--- config.mk ---
export PLATFORM = sky130hd
export DESIGN_NAME = hp0_axi_rd_burst_master
export DESIGN_NICKNAME = d
export VERILOG_FILES = /design/src/rtl/hp0_axi_rd_burst_master.sv
export SDC_FILE = /design/constraint.sdc
export NUM_CORES = 1
export LEC_CHECK = 0
export BUFFER_PORTS_ARGS = -buffer_cell sky130_fd_sc_hd__buf_4
export CORE_MARGIN = 2
export CORE_UTILIZATION = 49
export CTS_CLUSTER_DIAMETER = 40
export CTS_CLUSTER_SIZE = 24
export DETAILED_ROUTE_END_ITERATION = 12
export PLACE_DENSITY_LB_ADDON = 0.1
export SKIP_CTS_REPAIR_TIMING = 1
export SLEW_MARGIN = 20
export SYNTH_ARGS = -nofsm -noshare
export SYNTH_HDL_FRONTEND = slang
export SYNTH_SLANG_ARGS = --single-unit
--- constraint.sdc ---
create_clock -name aclk -period 4.6 [get_ports aclk]
set_input_delay 0.46 -clock aclk [delete_from_list [all_inputs] [get_ports aclk]]
set_output_delay 0.46 -clock aclk [all_outputs]
set_load 0.005 [all_outputs]
--- src/rtl/hp0_axi_rd_burst_master.sv ---
// AXI4 read-burst master for the HP0 AR/R channels: splits a word-count command into INCR bursts of
// at most max_burst_len_p beats that never cross 4 KB. Define HP0_RD_RLAST_CHECK_EN to flag rlast errors.
module hp0_axi_rd_burst_master #(
  parameter int C_HP0_AXI_DATA_WIDTH = 32,
  parameter int C_HP0_AXI_ADDR_WIDTH = 32,
  parameter int max_burst_len_p      = 16,
  parameter int len_width_p          = 16
) (
  input  logic                            aclk,
  input  logic                            areset,
  input  logic                            cmd_v_i,
  input  logic [C_HP0_AXI_ADDR_WIDTH-1:0] cmd_addr_i,
  input  logic [len_width_p-1:0]          cmd_words_i,
  output logic                            cmd_ready_o,
  output logic                            data_v_o,
  output logic [C_HP0_AXI_DATA_WIDTH-1:0] data_o,
  input  logic                            data_ready_i,
  output logic                            busy_o,
  output logic                            err_o,
  output logic [C_HP0_AXI_ADDR_WIDTH-1:0] hp0_axi_araddr,
  output logic                            hp0_axi_arvalid,
  input  logic                            hp0_axi_arready,
  output logic [5:0]                      hp0_axi_arid,
  output logic                            hp0_axi_arlock,
  output logic [3:0]                      hp0_axi_arcache,
  output logic [2:0]                      hp0_axi_arprot,
  output logic [7:0]                      hp0_axi_arlen,
  output logic [2:0]                      hp0_axi_arsize,
  output logic [1:0]                      hp0_axi_arburst,
  output logic [3:0]                      hp0_axi_arqos,
  input  logic [C_HP0_AXI_DATA_WIDTH-1:0] hp0_axi_rdata,
  input  logic                            hp0_axi_rvalid,
  output logic                            hp0_axi_rready,
  input  logic [5:0]                      hp0_axi_rid,
  input  logic                            hp0_axi_rlast,
  input  logic [1:0]                      hp0_axi_rresp
);

  localparam int AW     = C_HP0_AXI_ADDR_WIDTH;
  localparam int BYTES  = C_HP0_AXI_DATA_WIDTH / 8;
  localparam int SIZE   = $clog2(BYTES);
  localparam int BCNT_W = $clog2(max_burst_len_p + 1);

  typedef enum logic [1:0] {IDLE, ADDR, DATA} state_e;

  state_e                 state, state_nxt;
  logic [AW-1:0]          addr_r;
  logic [len_width_p-1:0] remaining_r;
  logic [BCNT_W-1:0]      beat_cnt_r;
  logic                   err_r;

  logic        cmd_accept, r_hs, last_beat, err_set, rlast_err;
  logic [12:0] to4k_bytes, to4k_words;
  logic [31:0] beats;
  logic        unused_in;

  assign cmd_accept = cmd_v_i && (state == IDLE);
  assign r_hs       = (state == DATA) && hp0_axi_rvalid && data_ready_i;
  assign last_beat  = r_hs && (beat_cnt_r == BCNT_W'(1));

`ifdef HP0_RD_RLAST_CHECK_EN
  // rlast must coincide exactly with the beat the counter expects to be final.
  assign rlast_err = r_hs && (hp0_axi_rlast != (beat_cnt_r == BCNT_W'(1)));
  assign unused_in = ^hp0_axi_rid;
`else
  assign rlast_err = 1'b0;
  assign unused_in = ^{hp0_axi_rid, hp0_axi_rlast};
`endif

  assign err_set = (r_hs && (hp0_axi_rresp != 2'b00)) || rlast_err;

  // Burst size: the smallest of remaining words, the max burst, and words left in this 4 KB page.
  always_comb begin
    to4k_bytes = 13'h1000 - {1'b0, addr_r[11:0]};
    to4k_words = to4k_bytes >> SIZE;
    beats      = 32'(remaining_r);
    if (beats > 32'(max_burst_len_p)) beats = 32'(max_burst_len_p);
    if (beats > 32'(to4k_words))      beats = 32'(to4k_words);
  end

  // NOTE: next-state logic assigns its default first, so no path leaves state_nxt unassigned (no latch).
  always_comb begin
    state_nxt = state;
    case (state)
      IDLE:    if (cmd_v_i && (cmd_words_i != '0)) state_nxt = ADDR;
      ADDR:    if (hp0_axi_arready) state_nxt = DATA;
      DATA:    if (last_beat) state_nxt = (remaining_r == len_width_p'(1)) ? IDLE : ADDR;
      default: state_nxt = IDLE;
    endcase
  end

  // NOTE: all sequential state uses non-blocking assignments so every register samples pre-edge values.
  always_ff @(posedge aclk or posedge areset) begin
    if (areset) begin
      state       <= IDLE;
      addr_r      <= '0;
      remaining_r <= '0;
      beat_cnt_r  <= '0;
      err_r       <= 1'b0;
    end else begin
      state <= state_nxt;
      if (cmd_accept) begin
        addr_r      <= cmd_addr_i & ~AW'(BYTES - 1);
        remaining_r <= cmd_words_i;
        err_r       <= 1'b0;
      end
      if ((state == ADDR) && hp0_axi_arready) beat_cnt_r <= BCNT_W'(beats);
      if (r_hs) begin
        beat_cnt_r  <= beat_cnt_r - BCNT_W'(1);
        remaining_r <= remaining_r - len_width_p'(1);
        addr_r      <= addr_r + AW'(BYTES);
      end
      if (err_set) err_r <= 1'b1;
    end
  end

  assign cmd_ready_o = (state == IDLE);
  assign busy_o      = (state != IDLE);
  assign err_o       = err_r;

  assign hp0_axi_arvalid = (state == ADDR);
  assign hp0_axi_araddr  = addr_r;
  assign hp0_axi_arlen   = (state == ADDR) ? 8'(beats - 32'd1) : 8'd0;
  assign hp0_axi_arsize  = 3'(SIZE);
  assign hp0_axi_arburst = 2'b01;
  assign hp0_axi_arid    = 6'd0;
  assign hp0_axi_arlock  = 1'b0;
  assign hp0_axi_arcache = 4'b0011;
  assign hp0_axi_arprot  = 3'b000;
  assign hp0_axi_arqos   = 4'd0;

  // Zero-latency, unbuffered data path: backpressure goes straight to rready.
  assign hp0_axi_rready = (state == DATA) && data_ready_i;
  assign data_v_o       = (state == DATA) && hp0_axi_rvalid;
  assign data_o         = hp0_axi_rdata;

endmodule

# ---- Word-level counts from Yosys, hierarchy flattened
# Index checks and enable logic that the tools add are counted.
dict set report classes {
  magnitude_cmp 2
  n_eq_ne 7
  n_addsub 5
  mux 16
  n_reduce_logical 16
}
# cell count
set op_table {}
lappend op_table {{2-to-1 mux 32 bit} 2}
lappend op_table {{2-to-1 mux 16 bit} 3}
lappend op_table {{adder 32 x 3 -> 32 bit, second input constant} 1}
lappend op_table {{== test 16 x 1 -> 1 bit, second input constant} 1}
lappend op_table {{greater-than comparator 16 x 11 -> 1 bit} 1}
lappend op_table {{greater-than comparator 16 x 5 -> 1 bit, second input constant} 1}
lappend op_table {{2-to-1 mux 8 bit} 2}
lappend op_table {{nonzero test 16 bit} 1}
lappend op_table {{subtractor 16 x 1 -> 16 bit, second input constant} 1}
lappend op_table {{subtractor 13 x 12 -> 13 bit, first input constant} 1}
lappend op_table {{2-to-1 mux 5 bit} 2}
lappend op_table {{nonzero test 2 bit} 5}
lappend op_table {{logical AND 1 bit} 8}
lappend op_table {{subtractor 8 x 1 -> 8 bit, second input constant} 1}
lappend op_table {{2-to-1 mux 2 bit} 3}
lappend op_table {{case mux 2 bit (3 select lines)} 1}
lappend op_table {{== test 5 x 1 -> 1 bit, second input constant} 1}
lappend op_table {{subtractor 5 x 1 -> 5 bit, second input constant} 1}
lappend op_table {{inequality test 2 x 1 -> 1 bit, second input constant} 2}
lappend op_table {{2-to-1 mux 1 bit} 3}
lappend op_table {{AND reduction 3 bit} 1}
lappend op_table {{== test 2 x 1 -> 1 bit, second input constant} 1}
lappend op_table {{== test 2 bit, second input constant} 1}
lappend op_table {{logical NOT 2 bit} 1}
lappend op_table {{inequality test 2 bit, second input constant} 1}
dict set report totals {
  elab_cells 51
  reg_bits 56
}

# ---- Longest topological paths before layout
# Gate-level depths: netlist of the first run.
dict set report depth {
  depth_word 6
  ltp_mapped 18
}

# ---- Worst setup path before layout of the first run
# OpenSTA, ideal clock, no wires.
dict set report synth_timing {
  kind {reg2out}
  start {reg addr_r[4] (netlist: hp0_axi_araddr[4])}
  end {out hp0_axi_arlen[6]}
  setup_slack_ps 487
  t_required_ps 4140
  n_path_buf 1
  stages_incl_launch_ff 18
  arrival_time_ps 3653
  cell_sequence {dfrtp_1 buf_6 nor3_1 and2_0 nand2_1 xnor2_1 ha_1 and3_1 nand4_1 a21o_1 a21oi_4 mux2i_1 ha_1 a21boi_0 o2111ai_1 nor3_1 xor2_1 a211oi_1}
}
dict set report synth_via {
  elab_chain_cells 5
}
# item line_no
set synth_lines {}
lappend synth_lines {{start: declaration} 47} ;# logic [AW-1:0] addr_r;
lappend synth_lines {{start signal: assignment} 103} ;# addr_r <= cmd_addr_i & ~AW'(BYTES - 1);
lappend synth_lines {{start signal: assignment} 111} ;# addr_r <= addr_r + AW'(BYTES);
lappend synth_lines {{subtractor 13 x 12 -> 13 bit (*)} 74} ;# to4k_bytes = 13'h1000 - {1'b0, addr_r[11:0]};
lappend synth_lines {{greater-than comparator 16 x 11 -> 1 bit} 78} ;# if (beats > 32'(to4k_words)) beats = 32'(to4k_words);
lappend synth_lines {{2-to-1 mux 8 bit (*)} 78}
lappend synth_lines {{subtractor 8 x 1 -> 8 bit (*)} 123} ;# assign hp0_axi_arlen = (state == ADDR) ? 8'(beats - 32'd1) : 8'd0;
lappend synth_lines {{2-to-1 mux 8 bit (*)} 123}
lappend synth_lines {{end: declaration} 27} ;# output logic [7:0] hp0_axi_arlen,
# Mark *: on every way between the ends. The rest lies on a longest branch, timed or not.

# ---- Worst setup path after layout of the first run
dict set report layout_timing {
  start {reg remaining_r[9]}
  end {out hp0_axi_arlen[6]}
}
dict set report layout_via {
  elab_chain_cells 6
}
# item line_no
set layout_lines {}
lappend layout_lines {{start: declaration} 48} ;# logic [len_width_p-1:0] remaining_r;
lappend layout_lines {{start signal: assignment} 104} ;# remaining_r <= cmd_words_i;
lappend layout_lines {{start signal: assignment} 110} ;# remaining_r <= remaining_r - len_width_p'(1);
lappend layout_lines {{greater-than comparator 16 x 5 -> 1 bit} 77} ;# if (beats > 32'(max_burst_len_p)) beats = 32'(max_burst_len_p);
lappend layout_lines {{2-to-1 mux 16 bit (*)} 77}
lappend layout_lines {{greater-than comparator 16 x 11 -> 1 bit} 78}
lappend layout_lines {{2-to-1 mux 8 bit (*)} 78}
lappend layout_lines {{subtractor 8 x 1 -> 8 bit (*)} 123}
lappend layout_lines {{2-to-1 mux 8 bit (*)} 123}
# Marks and branches as above.

==> out/qor.yml, run 1 <==
status:
  status: "finished, final reports clean"
sta:
  rsz0062_at_grt: "true"
  slew-limit-headroom: 0.536
  finalCritPeriodShare: 0.980
  hold_violations: 0
  setup_ws_ns: 0.0930
  setup_viol: 0
  final.setup.tns_ns: 0
  worstMarginPinSlew_ns: 0.693
  slew_violations: 0
  skew_ns: 0.0122
  layout_min_cycle_time_ns: 4.51
  fmax_mhz: 222
logic_synthesis:
  syn_area_per_cell_um2: 8.37
  synth_area_um2: 4430
  synth_cell_type_count: 70
  synth-edff-count: 0
  yosysSeqAreaShare: 0.305
  yosys_warnings: 0
  ys_seq_elements: 54
  syn_inst: 529
  synth_top_area_frac: 0.305
  synth_ff_type: "dfrtp_1"
  yosysTopAreaCell: "dfrtp_1"
  ys_top_cells_by_area: "dfrtp_1, buf_4, ha_1"
  synthArstFlopShare: 1.00
floorplan:
  dieArea_um2: 9810
  die_x_um: 99.0
  pin_count: 196
  die_h_um: 99.0
  row_count: 34
  start_util: 0.507
  fp.coreArea_um2: 8720
global_route:
  grt_pass1_vias: 3793
  grt_overflow: 0
  antenna_found_initial: 0
  grt_pass1_wl_um: 18400
  grt.total_usage: 0.228
  grt_max_degree: 55
setup_path:
  crit_path_end_kind: "primary output"
  slowest_stage: "or4_4"
  critical_path_class: "reg -> out"
  critPathTopFamily: "simple AND/OR/NAND/NOR gates"
  reg2reg_slack_ns: 1.71
  cp.arrival_ns: 4.05
  crit_fanout: 6
  r2r_start: "remaining_r[9]$_DFFE_PP0P_"
  r2r_end: "beat_cnt_r[0]$_DFFE_PP0P_"
  cp_cell_sequence: "or4_4 > nor4_4 > nand2_2 > ha_1 > nand4_1 > a21o_1 > a21oi_4 > mux2i_2 > ha_2 > a21boi_2 > o2111ai_2 > nor3_2 > xor2_1 > a211oi_1 > buf_4"
  cpPeakStageDelay_ns: 0.59
  critPathLaunchType: "flip-flop"
  rr_worst_depth: 11
  worst_ep_required_time_ns: 4.14
  critPathBufInv: 1
routing:
  via_per_inst: 5.81
  wl_um: 11700
  vias: 4180
  drc: 0
  drtIter0Drc: 222
  first_pass_iters: 5
  wl_per_cell_um: 16.2
  final_antenna_net_count: 0
placement:
  gp_congestion: 0.852
  io_buffers: 97
  place_ws_ns: 0.155
  hpwl_um: 8480
run:
  max_cap_violations: 0
layout:
  fin_nets: 725
  fillers: 817
  finish.utilization: 0.600
  syn_to_final_growth_pct: 18.3
  drive_gt1_frac: 0.278
  diodes: 0
clock_network:
  clock_sink_count: 54
  clkSlewWorstSetupHoldPaths_ns: 0.10
  cts.root.buffer_cell: "clkbuf_8"
  cts_tree: "yes"
  clockBufferDepth: 2
  numCtsBuffers: 5
  htreeDepth: 2
  clk_latency_ns: 0.32
power:
  ir_drop_mv: 0.245
  cellLeakagePower_nw: 2.28
  powerDensity_nw_per_um2: 595
worst_hold_path:
  hold_path_class: "in -> async"
-- final cells by class --
type | instances | area (um^2) | area share
inverter | 20 | 75.1 | 0.0143
tap | 108 | 135 | 0.0258
multi-input combinational | 405 | 2650 | 0.506
clock inverter | 2 | 16.3 | 0.00311
timing repair buffer | 124 | 931 | 0.178
clock buffer | 6 | 72.6 | 0.0139
sequential | 54 | 1360 | 0.259
-- metal layers --
| metal | wire length, um | global-route usage |
|---|---|---|
| met3 | 767 | 0.0411 |
| met2 | 5720 | 0.385 |
| met4 | 149 | 0.0611 |
| met5 | 0 | 0 |
| met1 | 5040 | 0.303 |
-- kinds of logic after synthesis --
family	synth area share
AOI/OAI and AO/OA	0.201
xor gates and xnor gates	0.0294
adders and majority gates	0.0565
buffers and inverters	0.137
DFF	0.305
muxes	0.0164
other	0.00170
and+or+nand+nor	0.252
-- flip-flops by register name (all words and copies together) (netlist names) --
name / cells
beat_cnt_r: 5
err_o: 1
hp0_axi_araddr: 30
remaining_r: 16
state: 2
-- metrics by stage --
stage	hold WS [ns]	cells	cell area [um^2]	total power [mW]
6_report	0.333	719	5240	3.12
5_1_grt	0.355	719	5240	3.38
4_1_cts	0.349	713	5110	3.03
3_5_place_dp	0.461	705	5020	2.74
3_3_place_gp	0.455	705	5020	2.68
2_1_floorplan	0.463	558	4530	2.08
-- power breakdown --
part / leakage (nW) / internal [mW] / total (mW) / switching [mW]
Combinational: 1.60 / 0.876 / 1.83 / 0.959
Sequential: 0.640 / 0.700 / 1.00 / 0.300
Clock: 0.0418 / 0.110 / 0.282 / 0.172
-- how the worst max path moves through the flow --
stage / from / to / slack (ns) / depth (start not counted)
6_report: remaining_r[9]$_DFFE_PP0P_ / hp0_axi_arlen[6] / 0.09 / 15
5_1_grt: hp0_axi_araddr[6]$_DFFE_PP0P_ / hp0_axi_arlen[6] / -0.13 / 17
4_1_cts: hp0_axi_araddr[6]$_DFFE_PP0P_ / hp0_axi_arlen[6] / -0.22 / 17
3_5_place_dp: hp0_axi_araddr[6]$_DFFE_PP0P_ / hp0_axi_arlen[6] / 0.16 / 17
3_3_place_gp: remaining_r[9]$_DFFE_PP0P_ / hp0_axi_arlen[6] / 0.17 / 17
2_1_floorplan: hp0_axi_araddr[4]$_DFFE_PP0P_ / hp0_axi_arlen[6] / 0.49 / 17
-- placed cells by master (no fill, tap or decap), drive strengths merged, types with 3 or more instances in the layout --
master  netlist  final
clkbuf       16      6
nand3b        7      7
conb          2     31
and3          8      8
xnor2         8      8
nand3        29     29
o21ai        28     28
a22oi         3      3
a311oi        8      8
a21oi        19     19
nor2         51     51
nand4         8      8
xor2          6      6
o211ai       11     11
o22ai         3      3
nand2        51     51
or4           4      4
inv          20     21
o311ai        8      8
and4          3      3
mux2i         5      5
and2          9      9
ha           20     20
nor3         14     14
a211oi       13     13
nor4         13     13
dfrtp        54     54
a221o         7      7
a31oi         4      4
nand2b        4      4
buf          63    124
-- cells in the mapped netlist (3+ instances only) --
cell type	instances
a311oi_1	8
xnor2_1	8
a211oi_1	13
clkbuf_1	15
xor2_1	5
and2_1	8
nand4_1	8
o211ai_1	11
inv_1	20
o22ai_1	3
nor4_1	10
mux2i_1	5
a22oi_1	3
o311ai_0	7
buf_2	4
a31oi_1	3
nand2b_1	4
nand3b_1	7
dfrtp_1	54
nor3_1	13
a21oi_1	17
nand3_1	29
ha_1	20
and3_1	8
or4_1	3
nand2_1	49
and4_1	3
o21ai_0	27
buf_4	57
a221o_1	7
nor2_1	49
-- worst reg2reg max path, delay by kind of cell (launching register included) --
| family | cells | cell delay, ns |
|---|---|---|
| compound gates | 3 | 0.69 |
| fa+ha+maj | 1 | 0.22 |
| buf+inv | 1 | 0.16 |
| flops | 1 | 0.47 |
| mux | 1 | 0.16 |
| simple gates | 5 | 1.09 |
(Power assumes the default switching activity.)
==> inputs of run 2 (changes only) <==
--- a/config.mk
+++ b/config.mk
@@ -7,11 +7,12 @@
 export LEC_CHECK = 0
 export BUFFER_PORTS_ARGS = -buffer_cell sky130_fd_sc_hd__buf_4
 export CORE_MARGIN = 2
-export CORE_UTILIZATION = 49
+export CORE_UTILIZATION = 40
 export CTS_CLUSTER_DIAMETER = 40
 export CTS_CLUSTER_SIZE = 24
 export DETAILED_ROUTE_END_ITERATION = 12
 export PLACE_DENSITY_LB_ADDON = 0.1
+export REMOVE_ABC_BUFFERS = 1
 export SKIP_CTS_REPAIR_TIMING = 1
 export SLEW_MARGIN = 20
 export SYNTH_ARGS = -nofsm -noshare
==> out/qor.yml, run 2 (synthesis gave the netlist of run 1 again) <==
status:
  status: "complete, but fails checks"
  violations: "negative setup slack"
layout:
  fin_nets: 730
  diodes: 0
  final_cell_mix: "buf_4, dfrtp_1, nand2_1, nor2_1, conb_1"
  syn_to_final_growth_pct: 22.2
  drive_gt1_frac: 0.300
  largest_register_ffs: 30
  final_common_cell: "buf_4"
global_route:
  antenna_found_initial: 0
  grt_max_degree: 55
  grt.total_usage: 0.220
  grt_overflow: 0
  grt_pass1_wl_um: 20400
  grt_pass1_vias: 3796
setup_path:
  crit_path_end_kind: "primary output"
  critPathTopFamily: "compound AO/OA/AOI/OAI gates"
  slowest_stage: "dfrtp_2"
  critical_path_class: "reg -> out"
  critPathBufInv: 2
  cp.arrival_ns: 4.17
  critPathLaunchType: "flip-flop"
  cpPeakStageDelay_ns: 0.44
  cp_cell_sequence: "buf_6 > nor4_4 > and4b_1 > a21boi_4 > and2_4 > ha_4 > nor2b_4 > o211ai_1 > a21o_1 > a21oi_4 > mux2i_2 > ha_2 > a21boi_2 > o2111ai_2 > nor3_2 > xor2_1 > a211oi_2 > buf_4"
  worst_ep_required_time_ns: 4.14
  crit_fanout: 6
worst_hold_path:
  hold_path_class: "in -> async"
floorplan:
  die_h_um: 109
  fp.coreArea_um2: 10800
  row_count: 38
  start_util: 0.408
  die_x_um: 109
  dieArea_um2: 11900
  pin_count: 196
clock_network:
  cts_tree: "yes"
  cts.root.buffer_cell: "clkbuf_8"
  clkSlewWorstSetupHoldPaths_ns: 0.11
  clockBufferDepth: 2
  clock_sink_count: 54
  htreeDepth: 2
  clk_latency_ns: 0.31
  numCtsBuffers: 5
power:
  netSwitchingPower_mw: 1.46
  internal_power_mw: 1.85
  pwr-share-comb: 0.579
  cellLeakagePower_nw: 2.33
  finalPower_mw: 3.31
  powerDensity_nw_per_um2: 612
  p_clk_frac: 0.118
  p_sw_frac: 0.442
  p_seq_frac: 0.303
  ir_drop_mv: 0.219
sta:
  finalCritPeriodShare: 1.01
  hold_violations: 0
  holdWs_ns: 0.324
  layout_min_cycle_time_ns: 4.63
  skew_ns: 0.0156
  worstMarginPinSlew_ns: 0.724
  slew-limit-headroom: 0.515
  slew_violations: 0
  fmax_mhz: 216
  setup_ws_ns: -0.0349
  rsz0062_at_grt: "true"
  setup_viol: 2
placement:
  hpwl_um: 10100
  io_buffers: 97
  gp_congestion: 0.822
routing:
  via_per_inst: 5.59
  vias: 4229
  drtIter0Drc: 198
  wl_met1_um: 6200
  wl_met2_um: 6160
  first_pass_iters: 4
  drc: 0
  wl_per_cell_um: 18.0
  wl_met3_um: 1040
  dr.max_layer_used: "met5"
  wl_um: 13600
  final_antenna_net_count: 0
run:
  max_cap_violations: 0
## run 2: final cells by class
cell class / count / area, um^2
Sequential cell: 54 / 1360
Tap cell: 140 / 175
Inverter: 20 / 75.1
Clock buffer: 5 / 68.8
Timing Repair Buffer: 129 / 972
Clock inverter: 3 / 68.8
Multi-Input combinational cell: 405 / 2690
Fill cell: 1062 / 5430
## run 2: worst register-to-register path: cells and delay by family (launching register included)
kind            cells  cell delay (ns)
flops               1             0.44
mux                 1             0.18
buf+inv             2             0.26
simple gates        4             1.18
compound gates      3             0.66
fa+ha+maj           1             0.27
## run 2: worst paths after layout
kind	from	slack [ns]	to	cells past startpoint
min in group aclk	cmd_addr_i[8]	0.34	hp0_axi_araddr[8]$_DFFE_PP0P_	3
worst min-delay path	areset	0.32	hp0_axi_araddr[30]$_DFFE_PP0P_	3
worst min register to register	err_o$_DFFE_PP0P_	0.50	err_o$_DFFE_PP0P_	2
worst max-delay path	remaining_r[10]$_DFFE_PP0P_	-0.03	hp0_axi_arlen[6]	18
worst max register to register	remaining_r[10]$_DFFE_PP0P_	1.49	beat_cnt_r[0]$_DFFE_PP0P_	11
max in group asynchronous	areset	3.74	hp0_axi_araddr[3]$_DFFE_PP0P_	3
## run 2: metal layers
| metal | track usage | up-vias |
|---|---|---|
| met5 | 0.0446 | - |
| met4 | 0.0407 | 2 |
| met3 | 0.0747 | 14 |
| met2 | 0.334 | 148 |
| met1 | 0.304 | 2045 |
| li1 | - | 2020 |
## run 2: stage by stage
step	area [um^2]	cells	worst slack, ns	TNS (ns)	utilization
final	5410	756	-0.0349	-0.0541	0.499
after global routing	5410	756	-0.240	-0.587	0.499
after CTS	5190	744	-0.273	-0.457	0.479
after detailed placement	5060	736	0.0958	0	0.466
after global placement	5060	736	0.205	0	0.466
after floorplan	4000	479	0.383	0	-
## run 2: power by group through the flow
stage / Combinational, mW / Sequential [mW] / Clock, mW
floorplan: 1.00 / 0.985 / 0
detailed placement: 1.75 / 0.996 / 0
CTS: 1.76 / 0.990 / 0.398
global placement: 1.72 / 0.986 / 0
global route: 2.14 / 1.05 / 0.419
finish: 1.92 / 1.00 / 0.390
